<file path="config.mk">
export PLATFORM = sky130hd
export DESIGN_NAME = wb_queue_flat
export DESIGN_NICKNAME = d
export VERILOG_FILES = /design/src/rtl/wb_queue_if.sv /design/src/rtl/wb_queue.sv /design/src/flat_wrapper.sv
export SDC_FILE = /design/constraint.sdc
export NUM_CORES = 1
export LEC_CHECK = 0
export CAP_MARGIN = 20
export CORE_MARGIN = 8
export CORE_UTILIZATION = 49
export DETAILED_ROUTE_END_ITERATION = 16
export GPL_TIMING_DRIVEN = 0
export HOLD_SLACK_MARGIN = 0.02
export PLACE_DENSITY = 0.82
export SYNTH_ARGS = -nofsm -noshare
export SYNTH_HDL_FRONTEND = slang
export SYNTH_SLANG_ARGS = --single-unit
</file>
<file path="constraint.sdc">
create_clock -name clk -period 3.65 [get_ports clk]
set_input_delay 0.73 -clock clk [delete_from_list [all_inputs] [get_ports clk]]
set_output_delay 0.73 -clock clk [all_outputs]
set_load 0.02 [all_outputs]
</file>
<file path="src/rtl/wb_queue_if.sv">
// Bus bundle for the write-back queue: producer write port, register-file
// write port, operand read/forward paths and occupancy.
interface wb_queue_if #(
   parameter int DEPTH = 4
);
   logic                       in_valid;
   logic [4:0]                 in_reg;
   logic [63:0]                in_data;
   logic                       in_ready;
   logic                       RegWrite;
   logic [4:0]                 WriteRegister;
   logic [63:0]                WriteData;
   logic [4:0]                 ReadRegister1;
   logic [4:0]                 ReadRegister2;
   logic [63:0]                RfData1;
   logic [63:0]                RfData2;
   logic [63:0]                ReadData1;
   logic [63:0]                ReadData2;
   logic [$clog2(DEPTH):0]     count;

   modport slave (
      input  in_valid, in_reg, in_data, ReadRegister1, ReadRegister2, RfData1, RfData2,
      output in_ready, RegWrite, WriteRegister, WriteData, ReadData1, ReadData2, count
   );

   modport master (
      output in_valid, in_reg, in_data, ReadRegister1, ReadRegister2, RfData1, RfData2,
      input  in_ready, RegWrite, WriteRegister, WriteData, ReadData1, ReadData2, count
   );
endinterface

</file>
<file path="src/rtl/wb_queue.sv">
// Circular write-back queue in front of the register file, draining one entry
// per cycle and forwarding pending writes onto the operand read paths.
module wb_queue #(
   parameter int DEPTH = 4
) (
   input logic        clk,
   input logic        reset,
   wb_queue_if.slave  bus
);
   localparam int PW = (DEPTH > 1) ? $clog2(DEPTH) : 1;
   localparam int CW = PW + 1;

   logic [PW-1:0] head_r;
   logic [PW-1:0] tail_r;
   logic [CW-1:0] count_r;
   logic [4:0]    reg_mem_r  [DEPTH];
   logic [63:0]   data_mem_r [DEPTH];
   logic          ready_s;
   logic          push_s;
   logic          pop_s;
   logic [63:0]   rd1_s;
   logic [63:0]   rd2_s;

   // Newest-wins lookup over occupied entries, oldest (head) to newest.
   function automatic logic [63:0] forward(input logic [4:0] rr, input logic [63:0] rf,
                                           input logic [PW-1:0] head, input logic [CW-1:0] cnt);
      logic [63:0]   res;
      logic [PW-1:0] idx;
      res = rf;
      for (int i = 0; i < DEPTH; i++) begin
         idx = head + PW'(i);
         if ((CW'(i) < cnt) && (reg_mem_r[idx] == rr)) begin
            res = data_mem_r[idx];
         end else begin
            res = res;
         end
      end
      if (rr == 5'd31) begin
         res = 64'd0;
      end else begin
         res = res;
      end
      return res;
   endfunction

   // Handshake and drain decisions; X31 writes are accepted but never stored.
   always_comb begin
      ready_s = 1'b0;
      push_s  = 1'b0;
      pop_s   = 1'b0;
      if (reset) begin
         ready_s = 1'b0;
         pop_s   = 1'b0;
      end else begin
         ready_s = (count_r < CW'(DEPTH));
         pop_s   = (count_r != {CW{1'b0}});
      end
      push_s = bus.in_valid && ready_s && (bus.in_reg != 5'd31);
   end

   // Operand correction for both read ports.
   always_comb begin
      rd1_s = forward(bus.ReadRegister1, bus.RfData1, head_r, count_r);
      rd2_s = forward(bus.ReadRegister2, bus.RfData2, head_r, count_r);
   end

   // Pointer and occupancy update; reset overrides push and pop.
   always_ff @(posedge clk) begin
      if (reset) begin
         head_r  <= {PW{1'b0}};
         tail_r  <= {PW{1'b0}};
         count_r <= {CW{1'b0}};
      end else begin
         if (push_s) begin
            tail_r <= tail_r + PW'(1);
         end
         if (pop_s) begin
            head_r <= head_r + PW'(1);
         end
         count_r <= count_r + CW'(push_s) - CW'(pop_s);
      end
   end

   // Entry storage; contents only matter while covered by count.
   always_ff @(posedge clk) begin
      if (push_s) begin
         reg_mem_r[tail_r]  <= bus.in_reg;
         data_mem_r[tail_r] <= bus.in_data;
      end
   end

   assign bus.in_ready      = ready_s;
   assign bus.RegWrite      = pop_s;
   assign bus.WriteRegister = pop_s ? reg_mem_r[head_r]  : 5'd0;
   assign bus.WriteData     = pop_s ? data_mem_r[head_r] : 64'd0;
   assign bus.ReadData1     = rd1_s;
   assign bus.ReadData2     = rd2_s;
   assign bus.count         = count_r;
endmodule
</file>
<file path="src/flat_wrapper.sv">
// flat-port wrapper written by rule: the top's interface ports become plain ports
module wb_queue_flat 
#(
   parameter int DEPTH = 4
)
  (clk, reset, bus_in_valid, bus_in_reg, bus_in_data, bus_ReadRegister1, bus_ReadRegister2, bus_RfData1, bus_RfData2, bus_in_ready, bus_RegWrite, bus_WriteRegister, bus_WriteData, bus_ReadData1, bus_ReadData2, bus_count);
  wb_queue_if #(.DEPTH(DEPTH)) bus_i ();
  input logic clk;
  input logic reset;
  input wire logic [$bits(bus_i.in_valid)-1:0] bus_in_valid;
  input wire logic [$bits(bus_i.in_reg)-1:0] bus_in_reg;
  input wire logic [$bits(bus_i.in_data)-1:0] bus_in_data;
  input wire logic [$bits(bus_i.ReadRegister1)-1:0] bus_ReadRegister1;
  input wire logic [$bits(bus_i.ReadRegister2)-1:0] bus_ReadRegister2;
  input wire logic [$bits(bus_i.RfData1)-1:0] bus_RfData1;
  input wire logic [$bits(bus_i.RfData2)-1:0] bus_RfData2;
  output wire logic [$bits(bus_i.in_ready)-1:0] bus_in_ready;
  output wire logic [$bits(bus_i.RegWrite)-1:0] bus_RegWrite;
  output wire logic [$bits(bus_i.WriteRegister)-1:0] bus_WriteRegister;
  output wire logic [$bits(bus_i.WriteData)-1:0] bus_WriteData;
  output wire logic [$bits(bus_i.ReadData1)-1:0] bus_ReadData1;
  output wire logic [$bits(bus_i.ReadData2)-1:0] bus_ReadData2;
  output wire logic [$bits(bus_i.count)-1:0] bus_count;
  assign bus_i.in_valid = bus_in_valid;
  assign bus_i.in_reg = bus_in_reg;
  assign bus_i.in_data = bus_in_data;
  assign bus_i.ReadRegister1 = bus_ReadRegister1;
  assign bus_i.ReadRegister2 = bus_ReadRegister2;
  assign bus_i.RfData1 = bus_RfData1;
  assign bus_i.RfData2 = bus_RfData2;
  assign bus_in_ready = bus_i.in_ready;
  assign bus_RegWrite = bus_i.RegWrite;
  assign bus_WriteRegister = bus_i.WriteRegister;
  assign bus_WriteData = bus_i.WriteData;
  assign bus_ReadData1 = bus_i.ReadData1;
  assign bus_ReadData2 = bus_i.ReadData2;
  assign bus_count = bus_i.count;
  wb_queue #(.DEPTH(DEPTH)) u_core (.clk(clk), .reset(reset), .bus(bus_i));
endmodule
</file>
After elaboration in Yosys (flattened, before gate mapping)
Memories as Yosys holds them, arrays and structs flattened. A register that Yosys moved wholly into a read port is not among the register bits.
Cells that the tools add are included.
W data, S select, Z words.
Cells by class
  mux-type cells: 20
  $add $sub $neg: 6
  reduce and logical (&&, ||, !) cells: 11
  equality and inequality tests: 11
  order comparisons: 5
Operators with widths (number)
  $mux W64: 11
  $eq A5 B5 Y1: 8
  $eq A5 B5 Y1 const B: 2
  $logic_and A1 B1 Y1: 10
  $mux W2: 4
  $lt A1 B3 Y1 const A: 2
  $lt A2 B3 Y1 const A: 2
  $mux W5: 1
  $ne A5 B5 Y1 const B: 1
  $add A2 B1 Y2 const B: 2
  $add A2 B2 Y2 const B: 2
  $mux W1: 4
  $add A3 B1 Y3: 1
  $lt A3 B3 Y1 const B: 1
  $reduce_bool A3 Y1: 1
  $sub A3 B1 Y3: 1
Storage, ports and cells
  register bits: 7
  output and inout port bits: 202
  memory bits (writable): 276
  input bits: 210
  word-level logic and storage cells: 58
  memories kept: 2
Memories
  u_core.data_mem_r: words 4, bits a word 64, read ports 4, clocked after memory_dff 1, wr ports 1, RTL line wb_queue.sv:17  | logic [63:0] data_mem_r [DEPTH];
  u_core.reg_mem_r: words 4, bits a word 5, read ports 4, clocked after memory_dff 1, wr ports 1, RTL line wb_queue.sv:16  | logic [4:0] reg_mem_r [DEPTH];

Longest topological paths before layout
An unclocked memory read counts as a cell.
  word-level depth: 8
  depth in mapped cells: 10
  gate-level depth less buffers: 8

Worst setup path before layout
No wires, ideal clock.
  path type: input-to-reg
  start: input reset
  end: memory u_core.data_mem_r[1][0], enable pin
  buffers on the path: 1
  stages on the path: 5
  slack: -0.216 ns
  arrival: 3.432 ns
  data required time: 3.215 ns
  library setup time: 0.435 ns
  cells stage by stage: clkbuf_1 > nor2_1 > nand2_1 > a31oi_1 > and2_1
Between the ends
  word-level cells in the longest chain between the ends: 5
RTL lines
  start: declaration: RTL line flat_wrapper.sv:9  | input logic reset;
  $mux W1: RTL line wb_queue.sv:51  | if (reset) begin
  named net bus_in_ready: RTL line flat_wrapper.sv:17  | output wire logic [$bits(bus_i.in_ready)-1:0] bus_in_ready;
  $logic_and A1 B1 Y1 (2 in series): RTL line wb_queue.sv:58  | push_s = bus.in_valid && ready_s && (bus.in_reg != 5'd31);
  named net u_core.push_s: RTL line wb_queue.sv:19  | logic push_s;
  $mux W1: RTL line wb_queue.sv:86  | if (push_s) begin
  $mux W1 (not written as such): RTL line wb_queue.sv:88  | data_mem_r[tail_r] <= bus.in_data;
  end: declaration: RTL line wb_queue.sv:17
The timed path passes the listed nets, and every way through them passes these cells.

Final worst setup path
  start: register u_core.head_r[0]
  end: output bus_ReadData1[40]
Between the ends
  word-level cells in the longest chain between the ends: 8
  elaborated cells between the ends (all ways): 15
  those cells by class: 3 x add/sub; 3 x eq/ne; 4 x mux; 3 x reduce/logical; 2 x memory
RTL lines
  start: declaration: RTL line wb_queue.sv:13  | logic [PW-1:0] head_r;
  start signal: assignment: RTL line wb_queue.sv:70  | head_r <= {PW{1'b0}};
  start signal: assignment: RTL line wb_queue.sv:78  | head_r <= head_r + PW'(1);
  $add A2 B1 Y2: RTL line wb_queue.sv:31  | idx = head + PW'(i);
  $mem_v2 Z4 W5
  $eq A5 B5 Y1: RTL line wb_queue.sv:32  | if ((CW'(i) < cnt) && (reg_mem_r[idx] == rr)) begin
  $logic_and A1 B1 Y1: RTL line wb_queue.sv:32
  $mux W64 (2 in series): RTL line wb_queue.sv:32
  $mux W64 (*): RTL line wb_queue.sv:32
  $mux W64 (*): RTL line wb_queue.sv:38  | if (rr == 5'd31) begin
  end: declaration: RTL line flat_wrapper.sv:21  | output wire logic [$bits(bus_i.ReadData1)-1:0] bus_ReadData1;
Mark *: on every way between the ends. The rest lies on a longest branch, timed or not.

==> out/metrics.yaml <==
worstHoldStart: "u_core.tail_r[1]"
status: "finished, violations left"
post-synth-top-count-cell: "o21ai_0"
nets: 2877
vias_per_cell: 7.45
dr.pass1.iters: 7
layout_setup_ws_ns: -0.639
min_to: "u_core.tail_r[1]"
timing.rr.end: "u_core.data_mem_r[1][32]"
met2_length_um: 49700
grt.total_usage_pct: 39.9
die_y_um: 229
synthArstFlopShare_pct: 0
wl_met3_um: 16700
grt_max_degree: 52
worst_hold_slack_ns: 0.572
wl_per_cell_um: 34.5
cp-end-kind: "output pin"
netlist_area_um2: 22300
seqPwrFrac_pct: 17.8
holdPathStages: 2
cpMaxStageDelayCell: "mux4_2"
initial_core_util_pct: 49.4
reg2reg_from: "u_core.bus.count[2]"
placedInstanceArea_um2: 27300
numCtsBuffers: 35
drv_cap: 0
htree_levels: 2
postCtsHoldBufs: 0
die_area_um2: 52500
yosysTopAreaCell: "edfxtp_1"
cpPeakStageDelay_ns: 0.58
hpwlAfterDp_um: 74700
finalWirelength_um: 113000
slew_headroom_pct: 23.9
cp-start-kind: "register"
antenna_found_initial: 9
cts_tree: "done"
synth_top_area_share_pct: 37.2
max_freq_ghz: 0.233
drt-initial-drc-count: 4062
power.leakage_nw: 10.5
routed-via-count: 24484
synth.distinct_cells: 36
cts_root_buf: "clkbuf_16"
drive_gt1_share_pct: 36.1
area_growth_pct: 43.7
p_sw_share_pct: 47.4
overflow: 0
m1WireLength_um: 39300
power_switching_mw: 10.4
vdd.ir_drop.worst_mv: 0.437
synth_area_leaders: "edfxtp_1, mux2i_1, o21ai_0"
combPwrFrac_pct: 66.0
num_rows: 78
setup_viol: 174
regArea_um2: 8480
post-route-drc-count: 0
grt_pass1_wl_um: 160000
cpMostUsedCell: "buf_6"
required_ns: 2.92
gp_congestion: 1.01
p_per_area_nw_per_um2: 683
cp_top_family: "simple AND/OR/NAND/NOR gates"
worstSetupPathType: "register to output pin"
clock_latency_ns: 0.57
fillCellCount: 3299
synth_ff_type: "edfxtp_1"
synth_edf_count: 276
setup_tns_ns: -72.84
first_global_vias: 24055
cp_num_buf_inv: 4
synth_common_cells: "o21ai_0, edfxtp_1, mux2i_1"
yosys_warnings: 0
clock-sinks: 285
tightest_slew_ns: 1.14
finalInstanceArea_um2: 32000
ant_nets: 0
hold_class: "register to register"
synth.avg_cell_area_um2: 10.3
path_cells: "buf_12 -> mux4_2 -> xnor2_2 -> nand4_1 -> or2_4 -> buf_6 -> clkbuf_16 -> a311oi_2 -> o221a_2 -> buf_6"
synth.yosys.seq_area_share_pct: 38.1
arrival_ns: 3.56
die_w_um: 229
maxSlewViolCount: 0
worstPathMaxFanout: 7
multiInputGateArea_um2: 14300
p_clk_share_pct: 16.2
synth-seq-cells: 285
p_int_mw: 11.5
dp_cells: 3167
synth_cells: 2154
r2r_slack_ns: 0.96
port_buffers: 400
ios: 412
skew_ns: 0.0262
instances_no_fill: 3288
rsz0062_at_grt: "true"
synth_nets: 2373
period_share_pct: 118
core-area_um2: 45100
hold_violations: 0
r2r_cells: 5
violations: "negative setup slack"
period_needed_ns: 4.29
ctsLongestPathBuffers: 3
clk_pin_slew_ns: 0.05
top_layer: "met5"
## layout by cell type (no fill, tap or decap), types with 45 or more instances in the layout
| cell | count |
|---|---|
| clkdlybuf4s50_1 | 272 |
| o21ai_0 | 248 |
| nand2_1 | 129 |
| clkbuf_1 | 49 |
| clkbuf_16 | 54 |
| a311oi_2 | 117 |
| nor3_2 | 51 |
| mux2i_1 | 255 |
| mux4_2 | 84 |
| edfxtp_1 | 276 |
| clkbuf_4 | 51 |
| o221a_2 | 72 |
| o21ai_1 | 76 |
| and2_1 | 69 |
| nand3_1 | 131 |
| nor3_1 | 79 |
| o221a_1 | 45 |
| o21ai_2 | 55 |
| mux2_2 | 64 |
| buf_4 | 95 |
| buf_6 | 126 |
## worst reg2reg max path, delay by kind of cell, from the launching register on
kind | cells | cell delay (ns)
and+or+nand+nor | 3 | 1.03
buffers and inverters | 1 | 0.37
DFF | 1 | 0.37
AOI/OAI and AO/OA | 1 | 0.57
## metrics by stage
stage               power, mW  worst slack (ns)  util [%]
floorplan                11.1             0.273         -
global placement         15.6             -1.63      59.9
detailed placement       15.9             -1.49      60.5
CTS                      20.3            -0.507      66.8
global route             22.2            -0.685      70.9
finish                   21.9            -0.639      70.9
## flip-flops by register name (all words and copies together), names as in the netlist, named ones only
register	count
u_core.data_mem_r	256
u_core.head_r	2
u_core.reg_mem_r	20
u_core.tail_r	2
u_core.bus.count	3
## cell families (layout without fill, tap and decap cells)
kind of cell,Yosys count,after routing,synth area share (%)
mux,405,405,23.3
xor+xnor,43,43,1.69
other cells,0,6,0
buf+inv,268,793,5.09
flops,285,285,38.1
compound gates,642,642,20.2
fa+ha+maj,9,9,0.540
simple gates,502,505,11.1
## power by group through the flow
stage          clock network [mW]  logic, mW  registers (mW)
2_1_floorplan                   0       7.15            3.91
3_3_place_gp                    0       11.7            3.92
3_5_place_dp                    0       11.9            3.92
4_1_cts                      3.51       12.9            3.87
5_1_grt                      3.63       14.7            3.90
6_report                     3.54       14.4            3.89
## repair_timing
item,CTS,global route
pin swaps,87,81
gates cloned,9,10
endpoints found under the hold margin,0,0
endpoints found under the setup margin,193,197
resized for setup,1184,498
buffers inserted,32,11
## area by class of cell
| class | instances | area share (%) |
|---|---|---|
| Clock inverter | 18 | 0.552 |
| Clock buffer | 43 | 2.97 |
| Buffer | 253 | 6.76 |
| Tap cell | 600 | 2.35 |
| Antenna cell | 6 | 0.0469 |
| Multi-Input combinational cell | 1604 | 44.8 |
| Inverter | 7 | 0.0822 |
| Sequential cell | 285 | 26.5 |
| Timing Repair Buffer | 472 | 15.9 |
## per-layer routing
layer	GRT usage (%)	vias to the layer above
li1	-	9609
met1	49.9	11859
met2	61.1	2411
met3	12.8	599
met4	21.2	6
met5	0	-
## how the worst max path moves through the flow
stage	startpoint	to	cells after the start
2_1_floorplan	u_core.head_r[0]	bus_ReadData2[10]	9
3_3_place_gp	register	bus_ReadData2[43]	9
3_5_place_dp	u_core.head_r[1]	bus_ReadData2[57]	11
4_1_cts	u_core.head_r[0]	bus_ReadData1[2]	10
5_1_grt	u_core.head_r[0]	bus_ReadData1[40]	10
6_report	u_core.head_r[0]	bus_ReadData1[40]	10
Power figures use the tool's default switching activity.
